--- src/rtl/mutex_reader_pkg.sv ---
// Shared types and default widths for the mutex buffer frame reader.
// The optional stale-frame detection is enabled by defining MUTEX_READER_STALE_EN.
package mutex_reader_pkg;

   localparam int unsigned DEF_ADDR_WIDTH     = 32;
   localparam int unsigned DEF_TS_WIDTH       = 64;
   localparam int unsigned DEF_BUFF_IDX_WIDTH = 2;
   localparam int unsigned DEF_IMG_HBITS      = 12;
   localparam int unsigned DEF_LEN_WIDTH      = 16;

   typedef enum logic [2:0] {
      ST_IDLE  = 3'd0,
      ST_LOCK  = 3'd1,
      ST_LATCH = 3'd2,
      ST_ISSUE = 3'd3,
      ST_DRAIN = 3'd4
   } state_e;

endpackage

--- src/rtl/mutex_reader_addr_gen.sv ---
// Line address generator: loads the locked buffer base, steps by the line stride
// on every accepted command and flags the final line of the frame.
module mutex_reader_addr_gen
   import mutex_reader_pkg::*;
#(
   parameter int unsigned C_ADDR_WIDTH = DEF_ADDR_WIDTH,
   parameter int unsigned C_IMG_HBITS  = DEF_IMG_HBITS
)(
   input  logic                    clk,
   input  logic                    reset,
   input  logic                    i_load,
   input  logic [C_ADDR_WIDTH-1:0] i_base,
   input  logic [C_ADDR_WIDTH-1:0] i_stride,
   input  logic [C_IMG_HBITS-1:0]  i_height,
   input  logic                    i_accept,
   output logic [C_ADDR_WIDTH-1:0] o_addr,
   output logic                    o_last
);

   logic [C_IMG_HBITS-1:0] r_issued;

   // last is precomputed one accept ahead so it is valid together with the address
   always_ff @(posedge clk or posedge reset) begin
      if (reset) begin
         o_addr   <= '0;
         o_last   <= 1'b0;
         r_issued <= '0;
      end else if (i_load) begin
         o_addr   <= i_base;
         o_last   <= (i_height == C_IMG_HBITS'(1));
         r_issued <= '0;
      end else if (i_accept) begin
         o_addr   <= o_addr + i_stride;
         o_last   <= ((r_issued + C_IMG_HBITS'(2)) == i_height);
         r_issued <= r_issued + C_IMG_HBITS'(1);
      end
   end

endmodule

--- src/rtl/mutex_buffer_frame_reader.sv ---
// Reader client of the mutex buffer manager: locks the latest buffer and issues one
// read command per line. Define MUTEX_READER_STALE_EN to flag frames with a repeated timestamp.
module mutex_buffer_frame_reader
   import mutex_reader_pkg::*;
#(
   parameter int unsigned C_ADDR_WIDTH     = DEF_ADDR_WIDTH,
   parameter int unsigned C_TS_WIDTH       = DEF_TS_WIDTH,
   parameter int unsigned C_BUFF_IDX_WIDTH = DEF_BUFF_IDX_WIDTH,
   parameter int unsigned C_IMG_HBITS      = DEF_IMG_HBITS,
   parameter int unsigned C_LEN_WIDTH      = DEF_LEN_WIDTH
)(
   input  logic                        clk,
   input  logic                        reset,
   input  logic                        fsync,
   input  logic [C_IMG_HBITS-1:0]      img_height,
   input  logic [C_LEN_WIDTH-1:0]      line_bytes,
   input  logic [C_ADDR_WIDTH-1:0]     line_stride,
   output logic                        r_sof,
   input  logic [C_ADDR_WIDTH-1:0]     r_addr,
   input  logic [C_BUFF_IDX_WIDTH-1:0] r_idx,
   input  logic [C_TS_WIDTH-1:0]       r_ts,
   output logic                        cmd_valid,
   input  logic                        cmd_ready,
   output logic [C_ADDR_WIDTH-1:0]     cmd_addr,
   output logic [C_LEN_WIDTH-1:0]      cmd_len,
   output logic                        cmd_last,
   input  logic                        line_done,
   output logic                        busy,
   output logic                        frame_done,
   output logic [C_BUFF_IDX_WIDTH-1:0] frame_idx,
   output logic [C_TS_WIDTH-1:0]       frame_ts,
   output logic                        overrun,
   output logic                        stale
);

   state_e                  r_state;
   state_e                  w_state_nxt;
   logic [C_IMG_HBITS-1:0]  r_height;
   logic [C_ADDR_WIDTH-1:0] r_stride;
   logic [C_IMG_HBITS-1:0]  r_done_cnt;
   logic [C_IMG_HBITS-1:0]  w_done_nxt;
   logic                    w_accept;
   logic                    w_start;
   logic                    w_load;
   logic                    w_finish;
   logic                    w_ovr;

   always_ff @(posedge clk or posedge reset) begin
      if (reset) r_state <= ST_IDLE;
      else       r_state <= w_state_nxt;
   end

   // a frame_done cycle still counts as busy for fsync so back-to-back requests are flagged
   always_comb begin
      w_state_nxt = r_state;
      w_start     = 1'b0;
      w_load      = 1'b0;
      w_finish    = 1'b0;
      w_accept    = cmd_valid & cmd_ready;
      w_done_nxt  = r_done_cnt + C_IMG_HBITS'(line_done);
      w_ovr       = fsync & ((r_state != ST_IDLE) | frame_done);
      case (r_state)
         ST_IDLE: begin
            if (fsync && !frame_done && (img_height != '0)) begin
               w_start     = 1'b1;
               w_state_nxt = ST_LOCK;
            end
         end
         ST_LOCK:  w_state_nxt = ST_LATCH;
         ST_LATCH: begin
            w_load      = 1'b1;
            w_state_nxt = ST_ISSUE;
         end
         ST_ISSUE: begin
            if (w_accept && cmd_last) begin
               if (w_done_nxt == r_height) begin
                  w_finish    = 1'b1;
                  w_state_nxt = ST_IDLE;
               end else begin
                  w_state_nxt = ST_DRAIN;
               end
            end
         end
         ST_DRAIN: begin
            if (w_done_nxt == r_height) begin
               w_finish    = 1'b1;
               w_state_nxt = ST_IDLE;
            end
         end
         default: w_state_nxt = ST_IDLE;
      endcase
   end

   always_ff @(posedge clk or posedge reset) begin
      if (reset) begin
         r_sof      <= 1'b0;
         cmd_valid  <= 1'b0;
         cmd_len    <= '0;
         busy       <= 1'b0;
         frame_done <= 1'b0;
         frame_idx  <= '0;
         frame_ts   <= '0;
         overrun    <= 1'b0;
         r_height   <= '0;
         r_stride   <= '0;
         r_done_cnt <= '0;
      end else begin
         r_sof      <= w_start;
         cmd_valid  <= (w_state_nxt == ST_ISSUE);
         busy       <= (w_state_nxt != ST_IDLE);
         frame_done <= w_finish;
         overrun    <= overrun | w_ovr;
         if (w_start) begin
            r_height   <= img_height;
            r_stride   <= line_stride;
            cmd_len    <= line_bytes;
            r_done_cnt <= '0;
         end
         if (w_load) begin
            frame_idx <= r_idx;
            frame_ts  <= r_ts;
         end
         if (((r_state == ST_ISSUE) || (r_state == ST_DRAIN)) && line_done)
            r_done_cnt <= w_done_nxt;
      end
   end

`ifdef MUTEX_READER_STALE_EN
   // frame_ts still holds the previous frame's stamp during LATCH
   always_ff @(posedge clk or posedge reset) begin
      if (reset)       stale <= 1'b0;
      else if (w_load) stale <= (r_ts == frame_ts);
   end
`else
   assign stale = 1'b0;
`endif

   mutex_reader_addr_gen #(
      .C_ADDR_WIDTH (C_ADDR_WIDTH),
      .C_IMG_HBITS  (C_IMG_HBITS)
   ) u_addr_gen (
      .clk      (clk),
      .reset    (reset),
      .i_load   (w_load),
      .i_base   (r_addr),
      .i_stride (r_stride),
      .i_height (r_height),
      .i_accept (w_accept),
      .o_addr   (cmd_addr),
      .o_last   (cmd_last)
   );

endmodule

--- config.mk ---
export PLATFORM = sky130hd
export DESIGN_NAME = mutex_buffer_frame_reader
export DESIGN_NICKNAME = d
export VERILOG_FILES = /design/src/rtl/mutex_reader_pkg.sv /design/src/rtl/mutex_reader_addr_gen.sv /design/src/rtl/mutex_buffer_frame_reader.sv
export SDC_FILE = /design/constraint.sdc
export NUM_CORES = 1
export LEC_CHECK = 0
export CAP_MARGIN = 10
export CORE_ASPECT_RATIO = 1.1
export CORE_MARGIN = 2
export CORE_UTILIZATION = 44
export DETAILED_ROUTE_END_ITERATION = 10
export GPL_ROUTABILITY_DRIVEN = 1
export GPL_TIMING_DRIVEN = 0
export PLACE_DENSITY = 0.83
export SLEW_MARGIN = 20
export SYNTH_ARGS = -nofsm -noshare
export SYNTH_HDL_FRONTEND = slang
export SYNTH_SLANG_ARGS = --single-unit
--- constraint.sdc ---
create_clock -name clk -period 6.2 [get_ports clk]
set_input_delay 1.24 -clock clk [delete_from_list [all_inputs] [get_ports clk]]
set_output_delay 1.24 -clock clk [all_outputs]
set_load 0.005 [all_outputs]
### Word-level counts from Yosys, hierarchy flattened

Cells that the tools add are included.

| word-level totals | value |
|---|---|
| register bits after elaboration | 191 |
| input port bits | 163 |
| word-level logic and storage cells | 62 |

| cells by class | value |
|---|---|
| $add $sub $neg | 4 |
| eq/ne operators | 8 |
| muxes and demuxes | 19 |
| bitwise operators | 4 |
| reductions and logical operators | 12 |

Operators by type and width:

| operator | count |
|---|---|
| 32-bit 2-to-1 mux | 2 |
| 12-bit 2-to-1 mux | 4 |
| 32-bit adder | 1 |
| 12-bit == test | 2 |
| 3-bit one-hot mux with 5 select lines | 1 |
| 12-bit by 1-bit adder with 12-bit output | 1 |
| 12-bit by 1-bit adder with 12-bit output (second input constant) | 1 |
| 12-bit by 2-bit adder with 12-bit output (second input constant) | 1 |
| 12-bit by 1-bit == test with 1-bit output (second input constant) | 1 |
| 3-bit 2-to-1 mux | 4 |
| 12-bit nonzero test | 1 |
| 3-bit by 2-bit == test with 1-bit output (second input constant) | 3 |
| 1-bit 2-to-1 mux | 7 |
| 3-bit nonzero test | 2 |
| 1-bit logical AND | 4 |
| 2-bit nonzero test | 2 |
| 3-bit by 1-bit == test with 1-bit output (second input constant) | 1 |
| 3-bit == test (second input constant) | 1 |
| 3-bit zero test | 1 |
| 1-bit bitwise AND | 2 |
| 1-bit OR | 2 |
| 1-bit one-hot mux with 2 select lines | 1 |
| 1-bit zero test | 1 |
| 1-bit logical OR | 1 |

### Depth between registers and ports, before layout

Gate-level depths: netlist of run 1.

| depth | value |
|---|---|
| depth in word-level cells | 7 |
| mapped depth | 12 |
| mapped depth without buffers | 12 |

### Cells and area by module

Synthesis of run 1 repeated with hierarchy kept, for this count alone.

| unflattened totals | value |
|---|---|
| cell total of the unflattened synthesis | 1053 |
| area, all modules | 10122.2 µm² |

Modules (own cells, without submodules):

| module | instances | cells each | area an instance (µm²) | seq. area each (µm²) |
|---|---|---|---|---|
| mutex_buffer_frame_reader | 1 | 546 | 6052.1 | 3653.5 |
| mutex_reader_addr_gen | 1 | 507 | 4070.2 | 1126.1 |

### Worst setup path before layout of run 1

OpenSTA, ideal clock, no wires.

| path | value |
|---|---|
| path type | in2reg |
| from | in line_done |
| to | reg busy |
| arrival | 3.246 ns |
| required time | 6.113 ns |
| path slack | 2.868 ns |
| stages on the path | 12 |
| cell sequence | ha_1 ha_1 and3_1 and3_1 clkbuf_1 nand3_1 xor2_1 xnor2_1 nor2_1 and4_1 a311o_1 o211ai_1 |

| on the way | value |
|---|---|
| longest elaborated chain between the ends | 6 |
| elaborated cells between the ends (all ways) | 7 |
| those cells by class | add/sub (1); eq/ne (1); mux (4); reduce/logical (1) |

RTL lines:

| element | line | text |
|---|---|---|
| start, declared | mutex_buffer_frame_reader.sv:27 | `input logic line_done,` |
| 12-bit by 1-bit adder with 12-bit output (*) | mutex_buffer_frame_reader.sv:60 | `w_done_nxt = r_done_cnt + C_IMG_HBITS'(line_done);` |
| 12-bit == test (*) | mutex_buffer_frame_reader.sv:76, mutex_buffer_frame_reader.sv:85 |  |
| 3-bit 2-to-1 mux | mutex_buffer_frame_reader.sv:76 | `if (w_done_nxt == r_height) begin` |
| 3-bit 2-to-1 mux | mutex_buffer_frame_reader.sv:75 | `if (w_accept && cmd_last) begin` |
| 3-bit one-hot mux with 5 select lines (*) | mutex_buffer_frame_reader.sv:62 | `case (r_state)` |
| 3-bit nonzero test (*) | mutex_buffer_frame_reader.sv:110 | `busy <= (w_state_nxt != ST_IDLE);` |
| end signal, assigned | mutex_buffer_frame_reader.sv:110 |  |
| end, declared | mutex_buffer_frame_reader.sv:28 | `output logic busy,` |

Mark *: on every way between the ends. The rest lies on a longest branch, timed or not.
A chain may end at the register's enable or synchronous reset.

### Worst setup path after layout of run 1

Same ends and word-level chain as after synthesis.

==> results.yml, run 1 <==
global_route:
  grt_pass1_wl_microns: 47960
  groute.usage.overall_pct: 25.21
  grt_max_degree: 34
  grt_pass1_vias: 9545
  antenna_found_initial: 0
  grt_overflow: 0
yosys:
  synth_compound_area_share_pct: 11.62
  synth_simple_gate_area_share_pct: 26.35
  synth_area_leaders: "dfrtp_1, nand2_1, ha_1"
  async_flop_share_pct: 100.0
  synth_top_cell_area_share_pct: 48.00
  netlist_area_sq_mm: 0.009957
  postSynthNetCount: 1397
  ys_ff_latch: 191
  synth.avg_cell_area_sq_um: 8.318
  yosysWarnings: 0
  yosysSeqAreaShare_pct: 48.00
  ys.flop_type: "dfrtp_1"
  synth_xor_area_share_pct: 5.630
  synth-edff-count: 0
  synth_top_area_cell: "dfrtp_1"
  netlist_instances: 1197
  synth.area.mux_share_pct: 0.4021
  synth_top_family_by_area: "simple AND/OR/NAND/NOR gates"
  synth.distinct_cells: 64
  synthAdderAreaFrac_pct: 4.725
pwr:
  irDropWorstVdd_mv: 0.2145
  p_leak_nw: 6.510
  internal_power_mw: 3.535
  swShare_pct: 35.93
  total_power_mw: 5.518
  power_frac_seq_pct: 35.4
  power.density_mw_per_mm2: 397.5
  p_switching_mw: 1.983
  power.clock.fraction_pct: 20.6
  combPwrFrac_pct: 44.0
clocking:
  cts-resized-gates: 0
  cts_tree: "done"
  cts_buffers: 17
  clk_pin_slew_worst_paths_ns: 0.07
  hold_buffers: 0
  clock_latency_ns: 0.44
  cts_setup_buffers: 0
  cts_root_buf: "clkbuf_16"
  cts_max_level: 4
  cts_max_path_buffers: 2
  clock-sinks: 191
setup_path:
  cp.required_ns: 6.55
  cp_cell_sequence: "clkdlybuf4s50_1 -> ha_1 -> ha_1 -> and3_1 -> and3_1 -> clkbuf_1 -> nand3_1 -> xor2_1 -> xnor2_1 -> nor2_1 -> and4_1 -> a311o_1 -> o211ai_1"
  cp-end-kind: "flop"
  start_kind: "input pin"
  cp_max_fo: 7
  path_class: "input pin to flop"
  cp_slowest_stage_delay_ns: 0.51
  crit_arrival_ns: 4.11
  cp_slowest_cell: "clkdlybuf4s50_1"
timing:
  worst_slew_pin_slew_ns: 0.7723
  report.final.slew_viol_count: 0
  period_needed_ns: 3.763
  finalCritPeriodShare_pct: 60.69
  hold_ws_ns: 0.4731
  setup_tns_ns: 0
  max_slew_margin_pct: 48.04
  finalSetupViolations: 0
  skew_ns: 0.01718
  fmax_ghz: 0.2658
  rsz0062_at_grt: "no"
  hold_violations: 0
routing:
  avgViaCountPerCell: 5.253
  vias: 9519
  routed_wl_microns: 29940
  wire_per_inst_microns: 16.52
  ant_nets: 0
  first_iter_violations: 746
  drc_errors: 0
  detail_route.first_pass.iterations: 6
placement:
  dpl.hpwl_microns: 22580
  io_buffers: 282
  gp_congestion: 0.9371
outcome:
  status: "finished, final reports clean"
final_layout:
  layout_common_cells: "nand2_1, clkdlybuf4s50_1, dfrtp_1"
  insertedDiodeCount: 0
  nets: 1704
  final_layout_size_suffix_gt1_share_pct: 4.021
  layout_commonest_cell: "nand2_1"
  nFillCells: 1840
  syn_to_final_growth_pct: 39.41
worst_hold_path:
  min_path_type: "flop to flop"
floorplanning:
  fp-row-count: 57
  ioPinCount: 284
  core_area_sq_mm: 0.02218
  die_h_microns: 161.8
  die_x_microns: 147.4
  start_util_pct: 44.89
  dieArea_sq_mm: 0.02385
job:
  drv_cap: 0
-- cell usage after synthesis, types with 11 or more instances --
| master | n |
|---|---|
| nor2_1 | 64 |
| nand3_1 | 42 |
| inv_1 | 15 |
| xnor2_1 | 28 |
| and3_1 | 15 |
| clkbuf_1 | 44 |
| a31oi_1 | 11 |
| nand2_1 | 459 |
| o21ai_0 | 53 |
| a21oi_1 | 65 |
| ha_1 | 36 |
| xor2_1 | 36 |
| a21o_1 | 14 |
| dfrtp_1 | 191 |
| nor2b_1 | 11 |
-- metrics by stage --
step / instance area [sq um] / setup WS [ns] / instances / utilization (%)
CTS: 13880 / 2.442 / 1812 / 62.58
detailed placement: 13280 / 2.076 / 1780 / 59.87
finish: 13880 / 2.437 / 1812 / 62.58
global placement: 13150 / 0.9346 / 1774 / 59.30
global route: 13880 / 2.261 / 1812 / 62.58
floorplan: 9961 / 2.498 / 1197 / -
-- layout make-up --
| type | instances | area [sq um] | area share [%] |
|---|---|---|---|
| repair buffers | 288 | 2950 | 21.25 |
| plain buffers | 60 | 261.5 | 1.884 |
| multi-input cells | 930 | 4856 | 34.98 |
| inverters | 16 | 63.81 | 0.4597 |
| well taps | 295 | 369.1 | 2.659 |
| clock buffers | 18 | 439.2 | 3.164 |
| clock inverters | 14 | 161.4 | 1.163 |
| flip-flops and latches | 191 | 4780 | 34.43 |
-- routing by layer --
layer	global-route usage, %	vias up	part of all wire, %
met5	0	-	0
met4	10.58	0	3.7
met3	5.449	75	6.6
met2	42.03	387	49
met1	31.93	4493	41
li1	-	4564	-
-- path summary, 6_finish.rpt --
path | startpoint | endpoint | slack, ns | depth (start not counted)
hold / removal | cmd_len[15]$_DFFE_PP0P_ | cmd_len[15]$_DFFE_PP0P_ | 0.47 | 2
max in group asynchronous | reset | r_stride[19]$_DFFE_PP0P_ | 3.98 | 5
setup / recovery | line_done | busy$_DFF_PP0_ | 2.44 | 13
hold reg to reg | cmd_len[15]$_DFFE_PP0P_ | cmd_len[15]$_DFFE_PP0P_ | 0.47 | 2
setup reg to reg | u_addr_gen.o_addr[0]$_DFFE_PP0P_ | u_addr_gen.o_addr[30]$_DFFE_PP0P_ | 2.98 | 12
min in group asynchronous | reset | frame_ts[10]$_DFFE_PP0P_ | 1.24 | 2
-- critical path: cells and delay by family --
family | cells | cell delay, ns
XOR/XNOR | 2 | 0.43
adder cells (fa/ha/maj) | 2 | 0.45
AO/OA/AOI/OAI | 2 | 0.45
buffers and inverters | 2 | 0.74
AND/OR/NAND/NOR | 5 | 0.81
-- sequential cells by signal, indices dropped and copies added, names as in the netlist --
register / cells
frame_ts: 64
r_stride: 32
u_addr_gen.o_addr: 32
cmd_len: 16
r_done_cnt: 12
r_height: 12
u_addr_gen.r_issued: 12
r_state: 3
frame_idx: 2
busy: 1
cmd_valid: 1
frame_done: 1
overrun: 1
r_sof: 1
u_addr_gen.o_last: 1
-- power by group through the flow --
stage | sequential, mW | clock, mW | combinational, mW
6_report | 1.95 | 1.14 | 2.43
5_1_grt | 2.00 | 1.21 | 2.69
4_1_cts | 1.95 | 1.15 | 2.43
3_5_place_dp | 1.97 | 0 | 2.41
3_3_place_gp | 1.96 | 0 | 2.34
2_1_floorplan | 1.93 | 0 | 1.28
-- kinds of logic after synthesis --
logic type,Yosys count
compound gates,189
simple gates,635
buf+inv,76
mux,4
flops,191
xor+xnor,64
fa+ha+maj,37
other cells,1
Power figures use the tool's default switching activity.
==> run 2, diff against run 1 <==
Clock period 6.2 ns to 3.2 ns, I/O delays scaled along.
==> results.yml, run 2 (synthesized netlist as in run 1, its figures left out) <==
placement:
  gp_congestion: 0.9371
  dp.cells: 1780
  dpl.hpwl_microns: 22580
  io_buffers: 282
  dp_slack_ns: -0.3236
final_layout:
  regMostFlops: "frame_ts"
  instances_no_fill: 1813
  insertedDiodeCount: 0
  layout_common_cells: "nand2_1, clkdlybuf4s50_1, dfrtp_1"
  final_layout_size_suffix_gt1_share_pct: 4.545
  layout_commonest_cell: "nand2_1"
  largest_register_ffs: 64
  syn_to_final_growth_pct: 39.76
  nets: 1705
  reg_top3: "frame_ts (64), r_stride (32), u_addr_gen.o_addr (32)"
global_route:
  grt_pass1_wl_microns: 47960
  grt_max_degree: 34
  antenna_found_initial: 0
  grt_pass1_vias: 9545
  grt_overflow: 0
  groute.usage.overall_pct: 25.21
floorplanning:
  die_h_microns: 161.8
  fp-row-count: 57
  core_area_sq_mm: 0.02218
  start_util_pct: 44.89
  ioPinCount: 284
  die_x_microns: 147.4
  dieArea_sq_mm: 0.02385
clocking:
  clock_latency_ns: 0.44
  clock-sinks: 191
  cts_root_buf: "clkbuf_16"
  cts_max_path_buffers: 2
  cts_max_level: 4
  cts_buffers: 17
  clk_pin_slew_worst_paths_ns: 0.07
  hold_buffers: 0
  cts_tree: "done"
setup_path:
  path_class: "flop to flop"
  r2r-end: "u_addr_gen.o_addr[30]$_DFFE_PP0P_"
  crit-reg2reg-launch: "u_addr_gen.o_addr[0]$_DFFE_PP0P_"
  crit_buf_inv: 1
  cp_cell_sequence: "ha_2 -> inv_1 -> fa_1 -> nor2b_2 -> o31ai_1 -> a21o_1 -> a21oi_2 -> a21oi_1 -> o311a_1 -> o31ai_2 -> mux2i_1 -> nand3_1"
  cp_slowest_stage_delay_ns: 0.42
  ff2ff_setup_slack_ns: 0.16
  crit_arrival_ns: 3.36
  cp_max_fo: 3
  start_kind: "flop"
  cp-end-kind: "flop"
  cp_slowest_cell: "o311a_1"
  cp.required_ns: 3.52
  crit_family: "compound AO/OA/AOI/OAI gates"
  reg2regPathDepth: 12
worst_hold_path:
  hold_start: "cmd_len[15]$_DFFE_PP0P_"
  min_path_type: "flop to flop"
  hold-path-endpoint: "cmd_len[15]$_DFFE_PP0P_"
  whs_path_depth: 2
job:
  drv_cap: 0
timing:
  report.final.slew_viol_count: 0
  hold_violations: 0
  rsz0062_at_grt: "no"
  finalCritPeriodShare_pct: 94.86
  fin_ws_ns: 0.1646
  skew_ns: 0.01456
  period_needed_ns: 3.035
  max_slew_margin_pct: 48.41
  worst_slew_pin_slew_ns: 0.7668
  finalSetupViolations: 0
  fmax_ghz: 0.3294
pwr:
  power.density_mw_per_mm2: 770.1
  p_leak_nw: 6.518
  irDropWorstVdd_mv: 0.4150
routing:
  drc_errors: 0
  avgViaCountPerCell: 5.254
  vias: 9525
  wire_per_inst_microns: 16.53
  ant_nets: 0
  detail_route.first_pass.iterations: 6
  routed_wl_microns: 29970
  first_iter_violations: 652
outcome:
  status: "finished, final reports clean"
[run 2: cell count changes in the layout (fill, tap and decap cells not counted)]
cell | previous run | this run
buf_4 | 2 | 4
ha_1 | 36 | 34
ha_2 | 0 | 2
a21oi_1 | 65 | 64
a21oi_2 | 0 | 1
clkbuf_1 | 44 | 43
nor2b_1 | 11 | 10
nor2b_2 | 0 | 1
o31ai_1 | 8 | 7
o31ai_2 | 1 | 2
xor2_1 | 36 | 35
xor2_2 | 0 | 1
[run 2: layout make-up]
class,instances,area (sq um)
fill,1832,8264
buffer,59,257.7
multi-input combinational,930,4880
clock inverter,14,161.4
timing repair buffer,290,2965
inverter,16,63.81
clock buffer,18,439.2
tap,295,369.1
sequential,191,4780
[run 2: worst max path at each step]
stage | from | endpoint | slack (ns) | cells after the start
2_1_floorplan | reset | busy$_DFF_PP0_ | 0.1 | 1
3_3_place_gp | reset | u_addr_gen.o_addr[8]$_DFFE_PP0P_ | -1.47 | 2
3_5_place_dp | line_done | busy$_DFF_PP0_ | -0.32 | 13
4_1_cts | line_done | busy$_DFF_PP0_ | 0.04 | 13
5_1_grt | u_addr_gen.o_addr[0]$_DFFE_PP0P_ | u_addr_gen.o_addr[30]$_DFFE_PP0P_ | 0.01 | 12
6_report | u_addr_gen.o_addr[0]$_DFFE_PP0P_ | u_addr_gen.o_addr[30]$_DFFE_PP0P_ | 0.16 | 12
[run 2: timing repair]
item | CTS | global route
buffers inserted | 0 | 2
endpoints found under the setup margin | 1 | 2
resized for setup | 1 | 5
[run 2: through the flow]
step / setup TNS, ns / total power, mW / hold WS (ns) / util, % / area, sq um
after global routing: 0 / 11.45 / 0.4980 / 62.74 / 13920
after global placement: -277.18 / 8.324 / 0.4578 / 59.30 / 13150
after detailed placement: -0.5256 / 8.484 / 0.4614 / 59.87 / 13280
after CTS: 0 / 10.72 / 0.4790 / 62.60 / 13880
after floorplan: 0 / 6.219 / 0.4497 / - / 9961
final: 0 / 10.72 / 0.4730 / 62.74 / 13920
[run 2: routing by layer]
layer / share of wire (%) / up-vias / GRT usage [%]
met3: 6.7 / 74 / 5.449
met1: 41 / 4508 / 31.93
met4: 3.7 / 0 / 10.58
met5: 0 / - / 0
li1: - / 4568 / -
met2: 49 / 375 / 42.03
[run 2: report_power, final]
group	internal (mW)	switching [mW]	leakage (nW)
registers	3.18	0.602	2.36
clock network	1.14	1.06	0.297
logic	2.54	2.19	3.86
total	6.87	3.85	6.52
[run 2: tightest hold or removal path, cell delays in order (launching register included)]
cell     delay, ns
dfrtp_1       0.34
nand2_1       0.05
nand2_1       0.05
